## config.mk

```make
export PLATFORM = sky130hd
export DESIGN_NAME = id_ex_stage_flat
export DESIGN_NICKNAME = d
export VERILOG_FILES = /design/src/rtl/id_ex_stage_pkg.sv /design/src/rtl/id_ex_stage_if.sv /design/src/rtl/id_ex_stage_hazard_detect.sv /design/src/rtl/id_ex_stage.sv /design/src/flat_wrapper.sv
export SDC_FILE = /design/constraint.sdc
export NUM_CORES = 1
export LEC_CHECK = 0
export CELL_PAD_IN_SITES_DETAIL_PLACEMENT = 0
export CELL_PAD_IN_SITES_GLOBAL_PLACEMENT = 1
export CORE_MARGIN = 1
export CORE_UTILIZATION = 32
export CTS_BUF_LIST = sky130_fd_sc_hd__clkbuf_8
export CTS_CLUSTER_SIZE = 14
export DETAILED_ROUTE_END_ITERATION = 8
export PLACE_DENSITY = 0.89
export SYNTH_ARGS = -nofsm -noshare
export SYNTH_HDL_FRONTEND = slang
export SYNTH_SLANG_ARGS = --single-unit
```

## constraint.sdc

```tcl
create_clock -name clk -period 2.8 [get_ports clk]
set_input_delay 0.56 -clock clk [delete_from_list [all_inputs] [get_ports clk]]
set_output_delay 0.56 -clock clk [all_outputs]
set_load 0.02 [all_outputs]
```

## src/rtl/id_ex_stage_pkg.sv

```systemverilog
// id_ex_stage_pkg: pipeline control encoding shared by decoder, ID/EX and EX/MEM
package id_ex_stage_pkg;
  localparam logic [1:0] ALU_OP_RTYPE = 2'b00;
  localparam logic [1:0] ALU_OP_ADD   = 2'b01;
  localparam logic [1:0] ALU_OP_SUB   = 2'b10;
  typedef struct packed {
    logic       regDst;
    logic       aluSrc;
    logic       memToReg;
    logic       regWrite;
    logic       memWrite;
    logic       branch;
    logic       jump;
    logic       extOp;
    logic       memRead;
    logic [1:0] aluOp;
  } ctrl_t;
  localparam ctrl_t CTRL_BUBBLE = '0;
endpackage

```

## src/rtl/id_ex_stage_if.sv

```systemverilog
// id_ex_stage_if: decode-side inputs and execute-side outputs of the ID/EX boundary
interface id_ex_stage_if #(parameter int DATA_W = 32, parameter int REG_AW = 5);
  logic              id_valid;
  logic              id_reg_dst, id_alu_src, id_mem_to_reg, id_reg_write, id_mem_write;
  logic              id_branch, id_jump, id_ext_op, id_mem_read;
  logic [1:0]        id_alu_op;
  logic [DATA_W-1:0] id_pc_plus4, id_rs_data, id_rt_data;
  logic [15:0]       id_imm16;
  logic [REG_AW-1:0] id_rs, id_rt, id_rd;
  logic              flush;
  logic              stall;
  logic              ex_valid;
  logic              ex_reg_dst, ex_alu_src, ex_mem_to_reg, ex_reg_write, ex_mem_write;
  logic              ex_branch, ex_jump, ex_ext_op, ex_mem_read;
  logic [1:0]        ex_alu_op;
  logic [DATA_W-1:0] ex_pc_plus4, ex_rs_data, ex_rt_data, ex_imm;
  logic [REG_AW-1:0] ex_rs, ex_rt, ex_rd;
  modport master (
    output id_valid, id_reg_dst, id_alu_src, id_mem_to_reg, id_reg_write, id_mem_write,
           id_branch, id_jump, id_ext_op, id_mem_read, id_alu_op, id_pc_plus4,
           id_rs_data, id_rt_data, id_imm16, id_rs, id_rt, id_rd, flush,
    input  stall, ex_valid, ex_reg_dst, ex_alu_src, ex_mem_to_reg, ex_reg_write,
           ex_mem_write, ex_branch, ex_jump, ex_ext_op, ex_mem_read, ex_alu_op,
           ex_pc_plus4, ex_rs_data, ex_rt_data, ex_imm, ex_rs, ex_rt, ex_rd
  );
  modport slave (
    input  id_valid, id_reg_dst, id_alu_src, id_mem_to_reg, id_reg_write, id_mem_write,
           id_branch, id_jump, id_ext_op, id_mem_read, id_alu_op, id_pc_plus4,
           id_rs_data, id_rt_data, id_imm16, id_rs, id_rt, id_rd, flush,
    output stall, ex_valid, ex_reg_dst, ex_alu_src, ex_mem_to_reg, ex_reg_write,
           ex_mem_write, ex_branch, ex_jump, ex_ext_op, ex_mem_read, ex_alu_op,
           ex_pc_plus4, ex_rs_data, ex_rt_data, ex_imm, ex_rs, ex_rt, ex_rd
  );
endinterface

```

## src/rtl/id_ex_stage_hazard_detect.sv

```systemverilog
// hazard_detect: load-use detection between the load in EX and the instruction in ID
module hazard_detect #(parameter int REG_AW = 5) (
  input  logic              exValid,
  input  logic              exMemRead,
  input  logic [REG_AW-1:0] exRt,
  input  logic              idValid,
  input  logic              idJump,
  input  logic              idRegDst,
  input  logic              idBranch,
  input  logic              idMemWrite,
  input  logic [REG_AW-1:0] idRs,
  input  logic [REG_AW-1:0] idRt,
  input  logic              flush,
  output logic              stall,
  output logic              hz
);
  logic usesRs, usesRt;
  assign usesRs = idValid & ~idJump;
  assign usesRt = idValid & (idRegDst | idBranch | idMemWrite);
  assign hz = exValid & exMemRead & (exRt != '0) &
              ((usesRs & (exRt == idRs)) | (usesRt & (exRt == idRt)));
  assign stall = hz & ~flush;
endmodule

```

## src/rtl/id_ex_stage.sv

```systemverilog
// id_ex_stage: ID/EX pipeline register with immediate extension, load-use bubble and flush
module id_ex_stage
  import id_ex_stage_pkg::*;
#(parameter int DATA_W = 32, parameter int REG_AW = 5) (
  input logic          clk,
  input logic          rst_n,
  id_ex_stage_if.slave bus
);
  logic              hz, bubble, exValid;
  logic [DATA_W-1:0] immExt;
  ctrl_t             idCtrl, nextCtrl, exCtrl;
  logic [DATA_W-1:0] exPcPlus4, exRsData, exRtData, exImm;
  logic [REG_AW-1:0] exRs, exRt, exRd;
  hazard_detect #(.REG_AW(REG_AW)) uHazard (
    .exValid(exValid), .exMemRead(exCtrl.memRead), .exRt(exRt),
    .idValid(bus.id_valid), .idJump(bus.id_jump), .idRegDst(bus.id_reg_dst),
    .idBranch(bus.id_branch), .idMemWrite(bus.id_mem_write),
    .idRs(bus.id_rs), .idRt(bus.id_rt), .flush(bus.flush),
    .stall(bus.stall), .hz(hz)
  );
  assign bubble = bus.flush | hz;
  assign immExt = bus.id_ext_op ? {{(DATA_W-16){bus.id_imm16[15]}}, bus.id_imm16}
                                : {{(DATA_W-16){1'b0}}, bus.id_imm16};
  // jump leaves the decoder's ALU class undefined, so it is pinned to R-type
  assign idCtrl = '{regDst: bus.id_reg_dst, aluSrc: bus.id_alu_src,
                    memToReg: bus.id_mem_to_reg, regWrite: bus.id_reg_write,
                    memWrite: bus.id_mem_write, branch: bus.id_branch,
                    jump: bus.id_jump, extOp: bus.id_ext_op, memRead: bus.id_mem_read,
                    aluOp: bus.id_jump ? ALU_OP_RTYPE : bus.id_alu_op};
  assign nextCtrl = (bubble | ~bus.id_valid) ? CTRL_BUBBLE : idCtrl;
  // pipeline register: capture decode, or insert a cleared bubble on flush/hazard
  always_ff @(posedge clk or negedge rst_n) begin
    if (!rst_n) begin
      exValid   <= 1'b0;
      exCtrl    <= CTRL_BUBBLE;
      exPcPlus4 <= '0;
      exRsData  <= '0;
      exRtData  <= '0;
      exImm     <= '0;
      exRs      <= '0;
      exRt      <= '0;
      exRd      <= '0;
    end else begin
      exValid   <= bus.id_valid & ~bubble;
      exCtrl    <= nextCtrl;
      exPcPlus4 <= bubble ? '0 : bus.id_pc_plus4;
      exRsData  <= bubble ? '0 : bus.id_rs_data;
      exRtData  <= bubble ? '0 : bus.id_rt_data;
      exImm     <= bubble ? '0 : immExt;
      exRs      <= bubble ? '0 : bus.id_rs;
      exRt      <= bubble ? '0 : bus.id_rt;
      exRd      <= bubble ? '0 : bus.id_rd;
    end
  end
  assign bus.ex_valid      = exValid;
  assign bus.ex_reg_dst    = exCtrl.regDst;
  assign bus.ex_alu_src    = exCtrl.aluSrc;
  assign bus.ex_mem_to_reg = exCtrl.memToReg;
  assign bus.ex_reg_write  = exCtrl.regWrite;
  assign bus.ex_mem_write  = exCtrl.memWrite;
  assign bus.ex_branch     = exCtrl.branch;
  assign bus.ex_jump       = exCtrl.jump;
  assign bus.ex_ext_op     = exCtrl.extOp;
  assign bus.ex_mem_read   = exCtrl.memRead;
  assign bus.ex_alu_op     = exCtrl.aluOp;
  assign bus.ex_pc_plus4   = exPcPlus4;
  assign bus.ex_rs_data    = exRsData;
  assign bus.ex_rt_data    = exRtData;
  assign bus.ex_imm        = exImm;
  assign bus.ex_rs         = exRs;
  assign bus.ex_rt         = exRt;
  assign bus.ex_rd         = exRd;
endmodule

```

## src/flat_wrapper.sv

```systemverilog
// flat-port wrapper written by rule: the top's interface ports become plain ports
module id_ex_stage_flat import id_ex_stage_pkg::*;
#(parameter int DATA_W = 32, parameter int REG_AW = 5)
  (clk, rst_n, bus_id_valid, bus_id_reg_dst, bus_id_alu_src, bus_id_mem_to_reg, bus_id_reg_write, bus_id_mem_write, bus_id_branch, bus_id_jump, bus_id_ext_op, bus_id_mem_read, bus_id_alu_op, bus_id_pc_plus4, bus_id_rs_data, bus_id_rt_data, bus_id_imm16, bus_id_rs, bus_id_rt, bus_id_rd, bus_flush, bus_stall, bus_ex_valid, bus_ex_reg_dst, bus_ex_alu_src, bus_ex_mem_to_reg, bus_ex_reg_write, bus_ex_mem_write, bus_ex_branch, bus_ex_jump, bus_ex_ext_op, bus_ex_mem_read, bus_ex_alu_op, bus_ex_pc_plus4, bus_ex_rs_data, bus_ex_rt_data, bus_ex_imm, bus_ex_rs, bus_ex_rt, bus_ex_rd);
  id_ex_stage_if #(.DATA_W(DATA_W), .REG_AW(REG_AW)) bus_i ();
  input logic clk;
  input logic rst_n;
  input wire logic [$bits(bus_i.id_valid)-1:0] bus_id_valid;
  input wire logic [$bits(bus_i.id_reg_dst)-1:0] bus_id_reg_dst;
  input wire logic [$bits(bus_i.id_alu_src)-1:0] bus_id_alu_src;
  input wire logic [$bits(bus_i.id_mem_to_reg)-1:0] bus_id_mem_to_reg;
  input wire logic [$bits(bus_i.id_reg_write)-1:0] bus_id_reg_write;
  input wire logic [$bits(bus_i.id_mem_write)-1:0] bus_id_mem_write;
  input wire logic [$bits(bus_i.id_branch)-1:0] bus_id_branch;
  input wire logic [$bits(bus_i.id_jump)-1:0] bus_id_jump;
  input wire logic [$bits(bus_i.id_ext_op)-1:0] bus_id_ext_op;
  input wire logic [$bits(bus_i.id_mem_read)-1:0] bus_id_mem_read;
  input wire logic [$bits(bus_i.id_alu_op)-1:0] bus_id_alu_op;
  input wire logic [$bits(bus_i.id_pc_plus4)-1:0] bus_id_pc_plus4;
  input wire logic [$bits(bus_i.id_rs_data)-1:0] bus_id_rs_data;
  input wire logic [$bits(bus_i.id_rt_data)-1:0] bus_id_rt_data;
  input wire logic [$bits(bus_i.id_imm16)-1:0] bus_id_imm16;
  input wire logic [$bits(bus_i.id_rs)-1:0] bus_id_rs;
  input wire logic [$bits(bus_i.id_rt)-1:0] bus_id_rt;
  input wire logic [$bits(bus_i.id_rd)-1:0] bus_id_rd;
  input wire logic [$bits(bus_i.flush)-1:0] bus_flush;
  output wire logic [$bits(bus_i.stall)-1:0] bus_stall;
  output wire logic [$bits(bus_i.ex_valid)-1:0] bus_ex_valid;
  output wire logic [$bits(bus_i.ex_reg_dst)-1:0] bus_ex_reg_dst;
  output wire logic [$bits(bus_i.ex_alu_src)-1:0] bus_ex_alu_src;
  output wire logic [$bits(bus_i.ex_mem_to_reg)-1:0] bus_ex_mem_to_reg;
  output wire logic [$bits(bus_i.ex_reg_write)-1:0] bus_ex_reg_write;
  output wire logic [$bits(bus_i.ex_mem_write)-1:0] bus_ex_mem_write;
  output wire logic [$bits(bus_i.ex_branch)-1:0] bus_ex_branch;
  output wire logic [$bits(bus_i.ex_jump)-1:0] bus_ex_jump;
  output wire logic [$bits(bus_i.ex_ext_op)-1:0] bus_ex_ext_op;
  output wire logic [$bits(bus_i.ex_mem_read)-1:0] bus_ex_mem_read;
  output wire logic [$bits(bus_i.ex_alu_op)-1:0] bus_ex_alu_op;
  output wire logic [$bits(bus_i.ex_pc_plus4)-1:0] bus_ex_pc_plus4;
  output wire logic [$bits(bus_i.ex_rs_data)-1:0] bus_ex_rs_data;
  output wire logic [$bits(bus_i.ex_rt_data)-1:0] bus_ex_rt_data;
  output wire logic [$bits(bus_i.ex_imm)-1:0] bus_ex_imm;
  output wire logic [$bits(bus_i.ex_rs)-1:0] bus_ex_rs;
  output wire logic [$bits(bus_i.ex_rt)-1:0] bus_ex_rt;
  output wire logic [$bits(bus_i.ex_rd)-1:0] bus_ex_rd;
  assign bus_i.id_valid = bus_id_valid;
  assign bus_i.id_reg_dst = bus_id_reg_dst;
  assign bus_i.id_alu_src = bus_id_alu_src;
  assign bus_i.id_mem_to_reg = bus_id_mem_to_reg;
  assign bus_i.id_reg_write = bus_id_reg_write;
  assign bus_i.id_mem_write = bus_id_mem_write;
  assign bus_i.id_branch = bus_id_branch;
  assign bus_i.id_jump = bus_id_jump;
  assign bus_i.id_ext_op = bus_id_ext_op;
  assign bus_i.id_mem_read = bus_id_mem_read;
  assign bus_i.id_alu_op = bus_id_alu_op;
  assign bus_i.id_pc_plus4 = bus_id_pc_plus4;
  assign bus_i.id_rs_data = bus_id_rs_data;
  assign bus_i.id_rt_data = bus_id_rt_data;
  assign bus_i.id_imm16 = bus_id_imm16;
  assign bus_i.id_rs = bus_id_rs;
  assign bus_i.id_rt = bus_id_rt;
  assign bus_i.id_rd = bus_id_rd;
  assign bus_i.flush = bus_flush;
  assign bus_stall = bus_i.stall;
  assign bus_ex_valid = bus_i.ex_valid;
  assign bus_ex_reg_dst = bus_i.ex_reg_dst;
  assign bus_ex_alu_src = bus_i.ex_alu_src;
  assign bus_ex_mem_to_reg = bus_i.ex_mem_to_reg;
  assign bus_ex_reg_write = bus_i.ex_reg_write;
  assign bus_ex_mem_write = bus_i.ex_mem_write;
  assign bus_ex_branch = bus_i.ex_branch;
  assign bus_ex_jump = bus_i.ex_jump;
  assign bus_ex_ext_op = bus_i.ex_ext_op;
  assign bus_ex_mem_read = bus_i.ex_mem_read;
  assign bus_ex_alu_op = bus_i.ex_alu_op;
  assign bus_ex_pc_plus4 = bus_i.ex_pc_plus4;
  assign bus_ex_rs_data = bus_i.ex_rs_data;
  assign bus_ex_rt_data = bus_i.ex_rt_data;
  assign bus_ex_imm = bus_i.ex_imm;
  assign bus_ex_rs = bus_i.ex_rs;
  assign bus_ex_rt = bus_i.ex_rt;
  assign bus_ex_rd = bus_i.ex_rd;
  id_ex_stage #(.DATA_W(DATA_W), .REG_AW(REG_AW)) u_core (.clk(clk), .rst_n(rst_n), .bus(bus_i));
endmodule
```

# ---- After elaboration in Yosys (flattened, before gate mapping)
# Cells that the tools add are included.
# W data, S select, Z words.
dict set report totals {
  wordCells 49
  register_bits 155
  in_bits 142
}
dict set report classes {
  n_mux 10
  n_reduce_logical 1
  eq_ne 2
  bitwise 18
}
# cell count
set ops {}
lappend ops {{$mux W32} 5}
lappend ops {{$mux W5} 3}
lappend ops {{$mux W11} 1}
lappend ops {{$eq A5 B5 Y1} 2}
lappend ops {{$and A1 B1 Y1} 9}
lappend ops {{$or A1 B1 Y1} 5}
lappend ops {{$reduce_bool A5 Y1} 1}
lappend ops {{$not A1 Y1} 4}
lappend ops {{$mux W2} 1}

# ---- Depth between registers and ports, before layout
# Gate-level depths: netlist of the first run.
dict set report depth {
  ltp_word 9
  mapped_depth 6
}

# ---- Modules after synthesis
# A second synthesis of the first run with hierarchy kept.
dict set report unflattened {
  cells_unflattened 331
  area_unflattened_um2 4740.8
}
# mod cells_per_inst seq_area_each_um2 area_per_inst_um2 n_inst
set by_module_without_submodules {}
lappend by_module_without_submodules {id_ex_stage 312 3503.4 4589.4 1}
lappend by_module_without_submodules {hazard_detect 19 0.0 151.4 1}

# ---- Least setup slack after synthesis of the first run
# Ideal clock, no wire load.
dict set report synth_path {
  kind {input to output}
  startpoint {input bus_id_rs[0]}
  endpoint {output bus_stall}
  path_slack_ns 0.594
  required_time_ns 2.240
  path_stages 5
  arrival_ns 1.646
  cell_sequence {xnor2_1 nand4_1 o32ai_4 buf_2 and3b_1}
}
dict set report synth_via {
  elab_chain_cells 5
}
# item line_no
set synth_rtl {}
lappend synth_rtl {{from (decl)} flat_wrapper.sv:23} ;# input wire logic [$bits(bus_i.id_rs)-1:0] bus_id_rs;
lappend synth_rtl {{$eq A5 B5 Y1} id_ex_stage_hazard_detect.sv:21} ;# ((usesRs & (exRt == idRs)) | (usesRt & (exRt == idRt)));
lappend synth_rtl {{$and A1 B1 Y1} id_ex_stage_hazard_detect.sv:21}
lappend synth_rtl {{$or A1 B1 Y1} id_ex_stage_hazard_detect.sv:21}
lappend synth_rtl {{$and A1 B1 Y1} id_ex_stage_hazard_detect.sv:20} ;# assign hz = exValid & exMemRead & (exRt != '0) &
lappend synth_rtl {{$and A1 B1 Y1} id_ex_stage_hazard_detect.sv:22} ;# assign stall = hz & ~flush;
lappend synth_rtl {{to (decl)} flat_wrapper.sv:27} ;# output wire logic [$bits(bus_i.stall)-1:0] bus_stall;
# No other way between the ends.

# ---- Worst setup path after layout of the first run
dict set report layout_path {
  startpoint {input bus_id_rs[2]}
  endpoint {output bus_stall}
}
# The elaborated chain is that of the path after synthesis.

==> flow_metrics.env, run 1 <==
export IMPL_crit_buf_inv=2
export IMPL_path_cells="clkdlybuf4s50_1 > xnor2_1 > nand4_1 > o32ai_4 > and3b_1 > clkbuf_2"
export IMPL_clockRootBuffer="clkbuf_8"
export IMPL_yosysWarnings=0
export IMPL_viasPerCell=4.45
export IMPL_power_density_nw_per_um2=525
export IMPL_clk_latency_ns=0.44
export IMPL_cts_tree="built"
export IMPL_htree_levels=4
export IMPL_clockBufferDepth=2
export IMPL_slew_limit_headroom=0.548
export IMPL_crit_type="input pin to output port"
export IMPL_postCtsSetupBuffers=0
export IMPL_grt_start_max_net_pins=133
export IMPL_vias=4503
export IMPL_drt_initial_drc_count=186
export IMPL_hold_viol=0
export IMPL_gr_total_overflow=0
export IMPL_finClkSkew_ns=0.0107
export IMPL_cpMaxStageDelayCell="clkdlybuf4s50_1"
export IMPL_netlist_area_leader_share=0.625
export IMPL_wl_per_cell_um=15.8
export IMPL_drv_slew=0
export IMPL_path_clk_slew_ns=0.07
export IMPL_dp_hpwl_mm=11.2
export IMPL_critical_path_top_delay_family="buffers and inverters"
export IMPL_yosysTopAreaCell="dfrtp_1"
export IMPL_setup_viol=0
export IMPL_period_minus_slack_ns=2.57
export IMPL_timing_final_crit_share=0.918
export IMPL_syn_nets=640
export IMPL_rows=48
export IMPL_portBuffers=297
export IMPL_ys_seq_elements=140
export IMPL_area_growth_pct=63.1
export IMPL_fmax_ghz=0.389
export IMPL_grt_pass1_wl_mm=24.8
export IMPL_drtAntennaViolNets=0
export IMPL_die_area_um2=18100
export IMPL_num_nets_final=915
export IMPL_drv_cap=0
export IMPL_ios=298
export IMPL_worstPathMaxFanout=2
export IMPL_outcome="completed"
export IMPL_stdcell_count=1011
export IMPL_grt_pass1_vias=4511
export IMPL_synthTopCellsByArea="dfrtp_1 (62%), nand2b_1 (14%), a21oi_1 (11%)"
export IMPL_worstPathArrival_ns=2.01
export IMPL_hold_path_class="input pin to async pin"
export IMPL_coreArea_um2=17200
export IMPL_syn_avg_cell_area_um2=11.3
export IMPL_worst_pin_slew_ns=0.679
export IMPL_wirelength_mm=16.0
export IMPL_place_congestion=0.803
export IMPL_rsz0062_at_grt="false"
export IMPL_cp_slowest_stage_delay_ns=0.49
export IMPL_tns_ns=0
export IMPL_vdd_drop_max_v=0.000252
export IMPL_initial_core_util=0.326
export IMPL_dieHeight_um=134
export IMPL_dr_pass1_iters=4
export IMPL_worst_setup_path_end_kind="output port"
export IMPL_place_inst=979
export IMPL_numCtsBuffers=17
export IMPL_diodes=0
export IMPL_required_ns=2.24
export IMPL_p_leak_nw=3.93
export IMPL_synthCells=498
export IMPL_drive_above_1_share=0.0814
export IMPL_fillers=1540
export IMPL_antenna_found_initial=0
export IMPL_synth_seq_area_share=0.625
export IMPL_ys_types=21
export IMPL_numClockSinks=140
export IMPL_drc=0
export IMPL_grt_usage=0.182
export IMPL_cp_start_kind="input pin"
export IMPL_syn_cell_area_um2=5610
export IMPL_die_w_um=134
synthesized netlist by cell type (all sizes together):
| cell type | instances |
|---|---|
| nand2b | 128 |
| nand4 | 2 |
| nand3 | 1 |
| a2111oi | 2 |
| nor2b | 1 |
| clkbuf | 28 |
| buf | 31 |
| o32ai | 1 |
| inv | 6 |
| xnor2 | 9 |
| o31ai | 1 |
| xor2 | 1 |
| a21oi | 134 |
| dfrtp | 140 |
| and3b | 1 |
| a211oi | 5 |
| nor3 | 1 |
| nand2 | 5 |
| nor2 | 1 |
power breakdown:
group | switching, mW | internal [mW] | leakage, nW | total, mW
combinational | 0.392 | 0.457 | 1.89 | 0.848
clock | 0.761 | 1.04 | 0.230 | 1.80
sequential | 0.0334 | 2.12 | 1.81 | 2.15
routing by layer:
metal,vias up,GRT usage,wire length [um]
met4,0,0.0855,475
met3,30,0.0537,1030
met2,162,0.301,8140
met1,2146,0.216,6380
met5,-,0,0
li1,2165,-,-
cell usage in the layout (no fill, tap or decap), drive strengths merged, types with 2 or more instances in the layout:
| cell type | count |
|---|---|
| a2111oi | 2 |
| a211oi | 5 |
| a21oi | 134 |
| buf | 20 |
| bufinv | 4 |
| clkbuf | 21 |
| clkdlybuf4s50 | 294 |
| clkinv | 6 |
| dfrtp | 140 |
| inv | 7 |
| nand2 | 5 |
| nand2b | 128 |
| nand4 | 2 |
| xnor2 | 9 |
per-stage QoR:
step            util  instance area (um2)  hold WS [ns]  power, mW  setup WS, ns
2_1_floorplan      -                 5610         0.264       2.53         0.594
3_3_place_gp   0.507                 8710         0.574       3.04        -0.199
3_5_place_dp   0.507                 8710         0.584       3.05        -0.203
4_1_cts        0.533                 9150        0.0921       4.87        0.0639
5_1_grt        0.532                 9150         0.107       5.02         0.133
6_report       0.532                 9150        0.0914       4.80         0.230
final cells by class:
cell class                 count  area, um2  area share
clock inverter                12        169      0.0185
inverter                       6       22.5     0.00246
clock buffer                  20        275      0.0301
tap                          225        282      0.0308
timing repair buffer         315       3140       0.343
sequential                   140       3500       0.383
multi-input combinational    293       1760       0.192
cell families after synthesis:
family          synth area share
flops                      0.625
xor+xnor                  0.0156
buf+inv                   0.0629
compound gates             0.143
simple gates               0.154
path summary, 6_finish.rpt:
| check | end | startpoint | depth (start not counted) | slack, ns |
|---|---|---|---|---|
| min in group clk | u_core.bus.ex_mem_to_reg | bus_id_mem_to_reg | 3 | 0.64 |
| hold reg to reg | u_core.bus.ex_rs[3] | u_core.bus.ex_valid | 4 | 0.93 |
| hold / removal | u_core.bus.ex_pc_plus4[10] | rst_n | 1 | 0.09 |
| setup reg to reg | u_core.bus.ex_alu_op[0] | u_core.bus.ex_rt[2] | 7 | 0.70 |
| setup / recovery | bus_stall | bus_id_rs[2] | 6 | 0.23 |
| max in group asynchronous | u_core.bus.ex_imm[14] | rst_n | 2 | 1.92 |
repair_timing:
| action | in CTS | in global routing |
|---|---|---|
| pin swaps | 0 | 0 |
| hold buffers | 0 | 0 |
| setup endpoints to repair | 1 | 1 |
| resized for setup | 1 | 2 |
Note: power is estimated with default switching activity, not from simulation.
==> inputs of run 2 (changes only) <==
- CORE_MARGIN: 1 -> unset
- SETUP_SLACK_MARGIN: unset -> 0.2
==> run 2 against run 1 <==
Compared with the run above: power is essentially flat; wire length is essentially flat; critical path depth is the same; clock skew is essentially flat; cell count is the same; combinational power is essentially flat; hold slack lost 0.0010 ns; critical endpoint unchanged.
==> flow_metrics.env, run 2 (synthesized netlist as in run 1, its figures left out) <==
export IMPL_outcome="completed"
export IMPL_viasPerCell=4.44
export IMPL_area_growth_pct=63.4
export IMPL_drv_cap=0
export IMPL_reg2reg_depth=7
export IMPL_drc=0
export IMPL_grt_usage=0.182
export IMPL_most_common_layout_cells="clkdlybuf4s50_1 (292), dfrtp_1 (140), nand2b_1 (128)"
export IMPL_place_congestion=0.803
export IMPL_worstPathMaxFanout=2
export IMPL_ios=298
export IMPL_drtAntennaViolNets=0
export IMPL_cts_tree="built"
export IMPL_clockRootBuffer="clkbuf_8"
export IMPL_clk_latency_ns=0.44
export IMPL_rows=48
export IMPL_num_nets_final=915
export IMPL_worst_pin_slew_ns=0.675
export IMPL_fillers=1538
export IMPL_grt_pass1_vias=4511
export IMPL_regArea_um2=3500
export IMPL_gr_total_overflow=0
export IMPL_clockBufferDepth=2
export IMPL_antenna_found_initial=0
export IMPL_placed_area_um2=8710
export IMPL_drt_initial_drc_count=148
export IMPL_timing_final_crit_share=0.904
export IMPL_final_common_cell="clkdlybuf4s50_1"
export IMPL_grt_start_max_net_pins=133
export IMPL_period_minus_slack_ns=2.53
export IMPL_dr_pass1_iters=4
export IMPL_postCtsSetupBuffers=0
export IMPL_drive_above_1_share=0.0827
export IMPL_htree_levels=4
export IMPL_worst_setup_path_end_kind="output port"
export IMPL_dieHeight_um=134
export IMPL_diodes=0
export IMPL_grt_pass1_wl_mm=24.8
export IMPL_p_leak_nw=3.96
export IMPL_multi_input_area_um2=1770
export IMPL_dp_hpwl_mm=11.2
export IMPL_power_density_nw_per_um2=524
export IMPL_numClockSinks=140
export IMPL_wl_per_cell_um=15.8
export IMPL_fmax_ghz=0.395
export IMPL_hold_viol=0
export IMPL_vias=4491
export IMPL_cp_start_kind="input pin"
export IMPL_drv_slew=0
export IMPL_path_clk_slew_ns=0.07
export IMPL_rsz0062_at_grt="false"
export IMPL_required_ns=2.24
export IMPL_design_area_um2=9160
export IMPL_numCtsBuffers=17
export IMPL_slew_limit_headroom=0.550
export IMPL_coreArea_um2=17200
export IMPL_finClkSkew_ns=0.0106
export IMPL_hold_path_class="input pin to async pin"
export IMPL_crit_type="input pin to output port"
export IMPL_power_mw=4.80
export IMPL_cp_slowest_stage_delay_ns=0.51
export IMPL_initial_core_util=0.326
export IMPL_worstPathArrival_ns=1.97
export IMPL_die_w_um=134
export IMPL_cpMaxStageDelayCell="clkdlybuf4s50_1"
export IMPL_path_cells="clkdlybuf4s50_1 > xnor2_1 > nand4_1 > o32ai_4 > and3b_1 > buf_4"
export IMPL_portBuffers=297
export IMPL_wirelength_mm=16.0
export IMPL_vdd_drop_max_v=0.000252
export IMPL_die_area_um2=18100
export IMPL_setup_viol=0
==> run 2: layer usage <==
layer,GRT usage,up-vias,wire length [um]
met2,0.301,158,8120
met1,0.216,2140,6460
met3,0.0537,30,961
li1,-,2163,-
met5,0,-,0
met4,0.0855,0,475
==> run 2: where the power goes <==
part	total [mW]	internal [mW]	leakage, nW	switching [mW]
logic	0.849	0.457	1.92	0.392
registers	2.15	2.12	1.81	0.0335
clock network	1.80	1.04	0.230	0.762
==> run 2: final timing paths <==
check / startpoint / to / slack, ns
hold / removal: rst_n / u_core.bus.ex_pc_plus4[10] / 0.09
setup reg to reg: u_core.bus.ex_rt[3] / u_core.bus.ex_alu_op[0] / 0.73
hold reg to reg: u_core.bus.ex_valid / u_core.bus.ex_rs[3] / 0.92
setup / recovery: bus_id_rs[4] / bus_stall / 0.27
max in group asynchronous: rst_n / u_core.bus.ex_imm[14] / 1.92
min in group clk: bus_id_rs[3] / u_core.bus.ex_rs[3] / 0.43
==> run 2: layout make-up <==
cell class | instances | share of cell area
clock buffers | 20 | 0.0300
clock inverters | 12 | 0.0184
inverters | 6 | 0.00246
multi-input cells | 293 | 0.193
flip-flops and latches | 140 | 0.382
well taps | 225 | 0.0307
repair buffers | 315 | 0.343
==> run 2: critical path, delay by kind of cell <==
kind,cells,cell delay [ns]
simple gates,2,0.35
xor+xnor,1,0.13
buf+inv,2,0.65
compound gates,1,0.28
==> run 2: stage by stage <==
step / TNS, ns / worst slack [ns] / hold slack (ns) / utilization / cells
after floorplan: 0 / 0.594 / 0.264 / - / 498
after global placement: -0.199 / -0.199 / 0.574 / 0.507 / 979
after detailed placement: -0.203 / -0.203 / 0.584 / 0.507 / 979
after CTS: 0 / 0.234 / 0.0921 / 0.532 / 1011
after global routing: 0 / 0.205 / 0.107 / 0.533 / 1011
final: 0 / 0.268 / 0.0904 / 0.533 / 1011
==> run 2: what timing repair did <==
| item | in CTS | in global routing |
|---|---|---|
| gates resized for setup | 4 | 4 |
| setup endpoints to repair | 1 | 1 |
| hold buffers | 0 | 0 |
| cloned | 0 | 0 |
| pin swaps | 1 | 2 |
==> inputs of run 3 (changes only) <==
- CORE_AREA: unset -> 3 3 115 117
- CORE_UTILIZATION: 32 -> unset
- DIE_AREA: unset -> 0 0 118 120
- DONT_BUFFER_PORTS: unset -> 1
- PLACE_DENSITY: 0.89 -> 0.79
==> run 3 against run 2 <==
Compared with the run above: the flow now finishes with violations (negative hold slack); sequential share of layout area rose by 20 points; final area down 34%; hold slack worse by 0.28 ns; utilization down 5.2 points; critical path depth decreased by 2; maximum frequency grew 2.4%; global-route usage down 0.18 points; critical path type is now flop to output port; largest cell class unchanged; highest routed layer unchanged.
==> flow_metrics.env, run 3 (synthesized netlist as in run 1, its figures left out) <==
export IMPL_outcome="finished, violations left"
export IMPL_violations="negative hold slack"
export IMPL_dr_pass1_iters=6
export IMPL_coreArea_um2=12500
export IMPL_htree_levels=4
export IMPL_required_ns=2.24
export IMPL_crit_type="flop to output port"
export IMPL_cts_tree="built"
export IMPL_rows=41
export IMPL_p_leak_nw=2.73
export IMPL_area_growth_pct=7.07
export IMPL_place_congestion=0.835
export IMPL_drv_cap=0
export IMPL_grt_util_met1=0.195
export IMPL_die_w_um=118
export IMPL_crit_buf_inv=0
export IMPL_grt_pass1_vias=3512
export IMPL_viasPerCell=5.26
export IMPL_grt_use_met2=0.287
export IMPL_numClockSinks=140
export IMPL_most_common_layout_cells="dfrtp_1 (135), nand2b_1 (128), a21oi_1 (123)"
export IMPL_portBuffers=0
export IMPL_numCtsBuffers=17
export IMPL_gr_total_overflow=0
export IMPL_worst_r2r_endpoint="u_core.bus.ex_imm[13]"
export IMPL_grt_start_max_net_pins=141
export IMPL_cp_start_kind="flop"
export IMPL_reg2reg_depth=6
export IMPL_dp_hpwl_mm=8.32
export IMPL_num_nets_final=603
export IMPL_hold_path_class="input pin to async pin"
export IMPL_fmax_ghz=0.404
export IMPL_power_mw=4.30
export IMPL_antenna_found_initial=0
export IMPL_initial_core_util=0.450
export IMPL_drt_initial_drc_count=150
export IMPL_regToRegStartpoint="u_core.bus.ex_rt[4]"
export IMPL_die_area_um2=14200
export IMPL_cp_startpoint="u_core.bus.ex_rt[4]"
export IMPL_final_common_cell="dfrtp_1"
export IMPL_vdd_drop_max_v=0.000306
export IMPL_wl_per_cell_um=19.9
export IMPL_worstPathMaxFanout=4
export IMPL_path_cells="xnor2_1 > nand4_1 > o32ai_4 > and3b_2"
export IMPL_rsz0062_at_grt="false"
export IMPL_vias=3400
export IMPL_diodes=0
export IMPL_timing_final_crit_share=0.883
export IMPL_slew_limit_headroom=0.395
export IMPL_ios=298
export IMPL_setup_viol=0
export IMPL_clockRootBuffer="clkbuf_8"
export IMPL_path_clk_slew_ns=0.07
export IMPL_clk_latency_ns=0.44
export IMPL_drv_slew=0
export IMPL_drtAntennaViolNets=0
export IMPL_worstPathArrival_ns=1.91
export IMPL_holdWs_ns=-0.189
export IMPL_worst_pin_slew_ns=0.912
export IMPL_fin_ws_ns=0.328
export IMPL_hold_viol=140
export IMPL_tns_ns=0
export IMPL_cp_slowest_stage_delay_ns=0.49
export IMPL_drive_above_1_share=0.105
export IMPL_drc=0
export IMPL_finClkSkew_ns=0.00766
export IMPL_worst_setup_path_end_kind="output port"
export IMPL_grt_usage=0.180
export IMPL_power_density_nw_per_um2=716
export IMPL_place_ws_ns=0.619
export IMPL_grtUsageMet3=0.0914
export IMPL_cpMaxStageDelayCell="dfrtp_2"
export IMPL_reg2reg_slack_ns=0.57
export IMPL_period_minus_slack_ns=2.47
export IMPL_dieHeight_um=120
export IMPL_grt_pass1_wl_mm=19.5
export IMPL_critical_path_top_delay_family="flip-flops"
export IMPL_busiest_layer="met2"
export IMPL_clockBufferDepth=2
export IMPL_wirelength_mm=12.9
## run 3: layer usage
layer  wire [um]  part of all wire
met2        6320              0.49
met5           0                 0
met1        4760              0.37
met3        1300              0.10
met4         500             0.039
## run 3: report_power, final
part	leakage [nW]	internal [mW]	switching [mW]
registers	1.80	2.12	0.199
clock network	0.237	1.04	0.750
logic	0.692	0.0938	0.0983
## run 3: worst max path at each step
| stage | cells after the start | endpoint | slack [ns] |
|---|---|---|---|
| global route | 4 | bus_stall | 0.26 |
| detailed placement | 5 | u_core.bus.ex_alu_op[0] | 0.62 |
| floorplan | 5 | bus_stall | 0.59 |
| global placement | 4 | bus_stall | 0.70 |
| CTS | 4 | bus_stall | 0.24 |
| finish | 4 | bus_stall | 0.33 |
## run 3: worst register-to-register path, stage by stage, from the launching register on
cell and delay, ns:
dfrtp_2 0.49, xnor2_1 0.21, nand4_1 0.17, o32ai_4 0.32, buf_4 0.17, buf_12 0.43, a21oi_1 0.29
## run 3: what timing repair did
| action | in CTS | in global routing |
|---|---|---|
| buffers inserted | 0 | 1 |
| endpoints found under the setup margin | 1 | 1 |
| pin swaps | 0 | 2 |
| resized for setup | 2 | 3 |
| endpoints found under the hold margin | 140 | 140 |
## run 3: final cells by class
| cell class | count | area (um2) |
|---|---|---|
| sequential | 140 | 3510 |
| tap | 172 | 215 |
| multi-input combinational | 293 | 1760 |
| fill | 1168 | 6460 |
| timing repair buffer | 3 | 47.5 |
| clock inverter | 12 | 171 |
| inverter | 6 | 22.5 |
| clock buffer | 20 | 275 |
## run 3: through the flow
step           instances   util  instance area [um2]
2_1_floorplan        498      -                 5610
3_3_place_gp         613  0.445                 5540
3_5_place_dp         613  0.445                 5540
4_1_cts              645  0.481                 5990
5_1_grt              646  0.482                 6000
6_report             646  0.482                 6000
==> patch 1, RTL diff (config.mk and constraints of run 2) <==
`REG_AW` is set to 5 in 4 places; all go to 7.
--- a/src/rtl/id_ex_stage_if.sv
+++ b/src/rtl/id_ex_stage_if.sv
@@ -1,3 +1,3 @@
 // id_ex_stage_if: decode-side inputs and execute-side outputs of the ID/EX boundary
-interface id_ex_stage_if #(parameter int DATA_W = 32, parameter int REG_AW = 5);
+interface id_ex_stage_if #(parameter int DATA_W = 32, parameter int REG_AW = 7);
   logic              id_valid;
--- a/src/rtl/id_ex_stage_hazard_detect.sv
+++ b/src/rtl/id_ex_stage_hazard_detect.sv
@@ -1,3 +1,3 @@
 // hazard_detect: load-use detection between the load in EX and the instruction in ID
-module hazard_detect #(parameter int REG_AW = 5) (
+module hazard_detect #(parameter int REG_AW = 7) (
   input  logic              exValid,
--- a/src/rtl/id_ex_stage.sv
+++ b/src/rtl/id_ex_stage.sv
@@ -3,3 +3,3 @@
   import id_ex_stage_pkg::*;
-#(parameter int DATA_W = 32, parameter int REG_AW = 5) (
+#(parameter int DATA_W = 32, parameter int REG_AW = 7) (
   input logic          clk,
--- a/src/flat_wrapper.sv
+++ b/src/flat_wrapper.sv
@@ -2,3 +2,3 @@
 module id_ex_stage_flat import id_ex_stage_pkg::*;
-#(parameter int DATA_W = 32, parameter int REG_AW = 5)
+#(parameter int DATA_W = 32, parameter int REG_AW = 7)
   (clk, rst_n, bus_id_valid, bus_id_reg_dst, bus_id_alu_src, bus_id_mem_to_reg, bus_id_reg_write, bus_id_mem_write, bus_id_branch, bus_id_jump, bus_id_ext_op, bus_id_mem_read, bus_id_alu_op, bus_id_pc_plus4, bus_id_rs_data, bus_id_rt_data, bus_id_imm16, bus_id_rs, bus_id_rt, bus_id_rd, bus_flush, bus_stall, bus_ex_valid, bus_ex_reg_dst, bus_ex_alu_src, bus_ex_mem_to_reg, bus_ex_reg_write, bus_ex_mem_write, bus_ex_branch, bus_ex_jump, bus_ex_ext_op, bus_ex_mem_read, bus_ex_alu_op, bus_ex_pc_plus4, bus_ex_rs_data, bus_ex_rt_data, bus_ex_imm, bus_ex_rs, bus_ex_rt, bus_ex_rd);
Ports: changed (6 resized); port bits go from 298 to 310. No check against the original RTL was run, so the function may have changed too.
==> patch 1 against run 2 <==
- wire length up 13%
- clock skew up 2.0 ps
- largest power group unchanged
- total power up 8.9%
- cell count down 5.9%
- sequential power up 5%
- count of clock-buffer cells in the layout down 2
- sequential cell count up 6
- critical endpoint unchanged
- worst setup slack worse by 39 ps
- design area up 11%
- global-route usage down 0.29 points
- synthesized area up 14%
==> patch 1: results (changes against run 2) <==
| Metric | Value |
|---|---|
| Worst EP arrival | `2010 ps (+40 ps)` |
| Power Internal | `0.00399 W (+10%)` |
| Port Buf Inserts | `309 (+4.0%)` |
| Worst Setup EP | `bus_stall` |
| DRT Pass-1 Iters | `4 (unchanged)` |
| Top cells by count, synth | `dfrtp_1, nor4b_2, clkbuf_1` |
| Largest net degree at the start of global routing | `137 (+3.0%)` |
| Post-synthesis sequential area ratio | `57.4% (-5.1 points)` |
| Critical path fanouts, max | `3 (+1)` |
| Skew-Pair Late Insertion Delay | `440 ps (about the same)` |
| First-pass GRT wire length | `27300 um (+10%)` |
| Wirelength per Cell | `19.1 um (+20%)` |
| Synth top area cells | `dfrtp_1, nor4b_2, buf_4` |
| Max incr delay on CP | `450 ps (-60 ps)` |
| CTS Buf Count | `17 (unchanged)` |
| Clock-pin slew on the worst setup and hold paths | `80 ps` |
| Final worst slack | `229 ps (-38.8 ps)` |
| R2R cell count | `7 (unchanged)` |
| Reg-to-Reg End | `u_core.bus.ex_rt_data[29]` |
| Peak supply drop | `384 uV (+52%)` |
| Sequential cell fraction of total power | `43.0% (-1.9 points)` |
| CTS root buf | `clkbuf_8` |
| DP HPWL | `12300 um (+9.9%)` |
| GRT Total Usage | `17.9% (-0.29 points)` |
| Max-cap viol count | `0 (unchanged)` |
| Vias in the first global route | `4776 (+5.9%)` |
| DP Worst Slack | `-382 ps (-179 ps)` |
| Vias per cell | `4.67 (+5.1%)` |
| Layout cell share with drive strength beyond 1 | `26.9% (+19 points)` |
| Worst Setup SP | `bus_id_jump` |
| H-Tree Depth | `4 (unchanged)` |
| Async set or reset register ratio after synthesis | `100% (unchanged)` |
| Final GP Congestion | `0.728 (-9.4%)` |
| Cell variety after synth | `23 (+9.5%)` |
| # fillers | `1641 (+6.7%)` |
| Setup Skew | `12.6 ps (+1.98 ps)` |
| Class of the worst hold path | `input port to register` |
| Clock Tree Buf Depth | `2 (unchanged)` |
| Ys Warns | `0 (unchanged)` |
| Initial DRC Count | `124 (-16%)` |
| Slowest CP cell | `clkdlybuf4s50_1` |
| # nets final | `821 (-10%)` |
| Worst reg-to-reg setup slack | `310 ps (-420 ps)` |
| Status | `finished clean` |
| Initial antenna violation count | `1 (+1)` |
| P_leak | `4.03 nW (+1.7%)` |
| Worst relative slew slack | `28.3% (-27 points)` |
| RR Startpoint | `u_core.bus.ex_rt[0]` |
| Syn_nets | `539 (-16%)` |
| Post-CTS Repair Setup Buffers | `0 (unchanged)` |
-- patch 1: logic make-up (layout without fill, tap and decap cells) --
kind of cell	after synthesis	in the layout	synth area share [%]
AOI/OAI and AO/OA	3	3	0.491
xor gates and xnor gates	14	14	1.93
buffers and inverters	63	357	6.25
DFF	146	146	57.4
other	0	1	0
and+or+nand+nor	165	165	34.0
-- patch 1: through the flow --
step	area [um^2]	TNS, ps	util, %	hold slack (ps)	instances
2_1_floorplan	6370	0	-	264	391
3_3_place_gp	9570	-32160	49.2	468	917
3_5_place_dp	9570	-40690	49.2	463	917
4_1_cts	10100	0	52.0	374	950
5_1_grt	10200	0	52.2	405	951
6_report	10200	0	52.2	420	951
-- patch 1: how the worst min path moves through the flow --
stage	start	endpoint	slack [ps]	cells after the start
3_3_place_gp	rst_n	u_core.bus.ex_imm[30]	470	1
2_1_floorplan	rst_n	u_core.bus.ex_alu_op[0]	260	0
5_1_grt	bus_flush	u_core.bus.ex_jump	410	4
3_5_place_dp	rst_n	u_core.bus.ex_mem_read	460	1
6_report	bus_flush	u_core.bus.ex_jump	420	4
4_1_cts	bus_flush	u_core.bus.ex_jump	370	4
-- patch 1: power groups by stage --
stage	clock network, W	registers (W)	logic (W)
floorplan	0	0.00243	0.000223
global placement	0	0.00229	0.000880
detailed placement	0	0.00229	0.000894
CTS	0.00216	0.00225	0.000901
global route	0.00224	0.00226	0.000941
finish	0.00209	0.00225	0.000888
-- patch 1: critical path, delay by kind of cell --
kind            cells  cell delay, ps
simple gates        3             550
buf+inv             3             730
compound gates      1             160
-- patch 1: layout make-up --
class / instances / area share [%]
antenna: 1 / 0.0246
clock buffer: 18 / 2.44
clock inverter: 13 / 2.52
multi-input combinational: 182 / 23.1
sequential: 146 / 36.0
tap: 265 / 3.26
timing repair buffer: 326 / 32.7
-- patch 1: per-layer routing --
layer | up-vias | track usage, % | wire [um]
met5 | - | 0 | 0
met4 | 0 | 7.47 | 369
met3 | 23 | 5.37 | 1330
met2 | 175 | 30.7 | 9390
met1 | 2244 | 20.7 | 7060
li1 | 1996 | - | -
-- patch 1: timing repair --
action / CTS / global route
hold buffers: 1 / 0
setup endpoints to repair: 115 / 96
endpoints found under the hold margin: 29 / 0
resized for setup: 7 / 6
gates cloned: 1 / 0
pin swaps: 1 / 2
==> patch 2, RTL diff (flow settings as in run 2) <==
Without the edit above. Take the reset off `exRtData` and load it in a clocked block of its own.
--- a/src/rtl/id_ex_stage.sv
+++ b/src/rtl/id_ex_stage.sv
@@ -37,3 +37,2 @@
       exRsData  <= '0;
-      exRtData  <= '0;
       exImm     <= '0;
@@ -47,3 +46,2 @@
       exRsData  <= bubble ? '0 : bus.id_rs_data;
-      exRtData  <= bubble ? '0 : bus.id_rt_data;
       exImm     <= bubble ? '0 : immExt;
@@ -53,2 +51,6 @@
     end
+  end
+
+  always_ff @(posedge clk) begin
+    exRtData <= bubble ? '0 : bus.id_rt_data;
   end
Function: changed (a bounded check fails within 4 cycles, from zero or initial values and one cycle with rst_n low).
==> patch 2 against run 2 <==
- clock power down 7%
- hold slack better by 28 ps
- worst setup slack better by 44 ps
- sequential cell count unchanged
- design area down 2.3%
- register-to-register slack worse by 240 ps
- count of clock-buffer cells in the layout down 3
- synthesized area down 2.9%
- wire length down 0.56%
- total power down 2.9%
- critical path type unchanged
==> patch 2: results (changes against run 2) <==
| Metric | Value |
|---|---|
| Status | `finished clean` |
| Routed wl met2 | `7660 um (-5.8%)` |
| Fin crit period | `2490 ps (-43.6 ps)` |
| Class of the worst hold path | `input port to async pin` |
| Met2 Resource Use GR | `30.0% (-0.14 points)` |
| Worst reg-to-reg setup slack | `490 ps (-240 ps)` |
| GR Layer Usage met1 | `21.8% (+0.16 points)` |
| Post-CTS Repair Setup Buffers | `1 (+1)` |
| P_leak | `3.80 nW (-4.0%)` |
| GRT met3 Usage | `7.28% (+1.9 points)` |
| Worst Setup SP | `bus_id_rt[1]` |
| Fin Hold WS | `119 ps (+28.3 ps)` |
| DRT Pass-1 Iters | `4 (unchanged)` |
| Measured slew at the worst slew-check pin | `1000 ps (+329 ps)` |
| Final GP Congestion | `0.776 (-3.4%)` |
| Slowest CP cell | `clkdlybuf4s50_1` |
| Clock-pin slew on the worst setup and hold paths | `90 ps (+20 ps)` |
| Setup Skew | `15.2 ps (+4.55 ps)` |
| Power Internal | `0.00345 W (-4.5%)` |
| GRT Total Usage | `18.5% (+0.30 points)` |
| Largest net degree at the start of global routing | `130 (-2.3%)` |
| Synth top area cells | `dfrtp_1, nand2b_1, dfxtp_1` |
| Worst EP arrival | `1930 ps (-40 ps)` |
| Post-synthesis sequential area ratio | `61.4% (-1.1 points)` |
| RR Startpoint | `u_core.bus.ex_rt[4]` |
| DRT met1 WL | `6500 um (+0.62%)` |
| Initial DRC Count | `149 (+0.68%)` |
| Worst Setup EP | `bus_stall` |
| CTS resizes | `9 (+5)` |
| Routed wire length | `15900 um (-0.56%)` |
| Layout cell share with drive strength beyond 1 | `8.77% (+0.50 points)` |
| DP Worst Slack | `-372 ps (-169 ps)` |
| R2R cell count | `8 (+1)` |
| Syn_nets | `640 (unchanged)` |
| Skew-Pair Late Insertion Delay | `440 ps (about the same)` |
| DP HPWL | `11100 um (-0.97%)` |
| Reg-to-Reg End | `u_core.bus.ex_rs_data[18]` |
| Ys Warns | `0 (unchanged)` |
| Top cells by count, synth | `nand2b_1, a21oi_1, dfrtp_1` |
| Cell variety after synth | `22 (+4.8%)` |
| Routed length on met3 | `1380 um (+43%)` |
| # nets final | `917 (+0.22%)` |
| CTS root buf | `clkbuf_8` |
| Port Buf Inserts | `297 (unchanged)` |
| Initial antenna violation count | `1 (+1)` |
| Critical path fanouts, max | `2 (unchanged)` |
| Vias in the first global route | `4673 (+3.6%)` |
| Async set or reset register ratio after synthesis | `77.1% (-23 points)` |
| First-pass GRT wire length | `25000 um (+1.1%)` |
| Peak supply drop | `252 uV (+0.36%)` |
| Vias per cell | `4.51 (+1.6%)` |
| Max incr delay on CP | `510 ps (about the same)` |
-- patch 2: changes by cell type in the layout (fill, tap and decap cells not counted), sizes merged, moves of 3 or more --
cell and delta:
inv +3, dfxtp +32, dfrtp -32, clkbuf -3
-- patch 2: power by group through the flow --
stage / Combinational [W] / Clock, W / Sequential, W
after global routing: 0.000904 / 0.00180 / 0.00216
after CTS: 0.000851 / 0.00173 / 0.00215
after detailed placement: 0.000846 / 0 / 0.00219
after global placement: 0.000834 / 0 / 0.00219
final: 0.000844 / 0.00167 / 0.00215
after floorplan: 0.000209 / 0 / 0.00232
-- patch 2: cell families (layout without fill, tap and decap cells) --
| logic type | count (synthesis) | count (layout) | share of synthesized area (%) |
|---|---|---|---|
| AOI/OAI and AO/OA | 143 | 143 | 14.7 |
| xor gates and xnor gates | 10 | 10 | 1.61 |
| buffers and inverters | 65 | 354 | 6.48 |
| DFF | 140 | 140 | 61.4 |
| other | 0 | 1 | 0 |
| and+or+nand+nor | 140 | 140 | 15.8 |
-- patch 2: cell type report --
cell class | instances | area, um^2
multi-input combinational | 293 | 1770
inverter | 6 | 22.5
clock buffer | 17 | 234
clock inverter | 14 | 166
sequential | 140 | 3340
timing repair buffer | 317 | 3140
fill | 1444 | 7630
tap | 220 | 275
antenna | 1 | 2.50
-- patch 2: through the flow --
| step | std cells | utilization [%] | cell area, um^2 | TNS, ps |
|---|---|---|---|---|
| finish | 1008 | 54.0 | 8950 | 0 |
| global route | 1008 | 54.0 | 8950 | 0 |
| CTS | 1006 | 53.8 | 8920 | 0 |
| detailed placement | 974 | 51.3 | 8510 | -9540 |
| global placement | 974 | 51.3 | 8510 | -3680 |
| floorplan | 498 | - | 5450 | 0 |
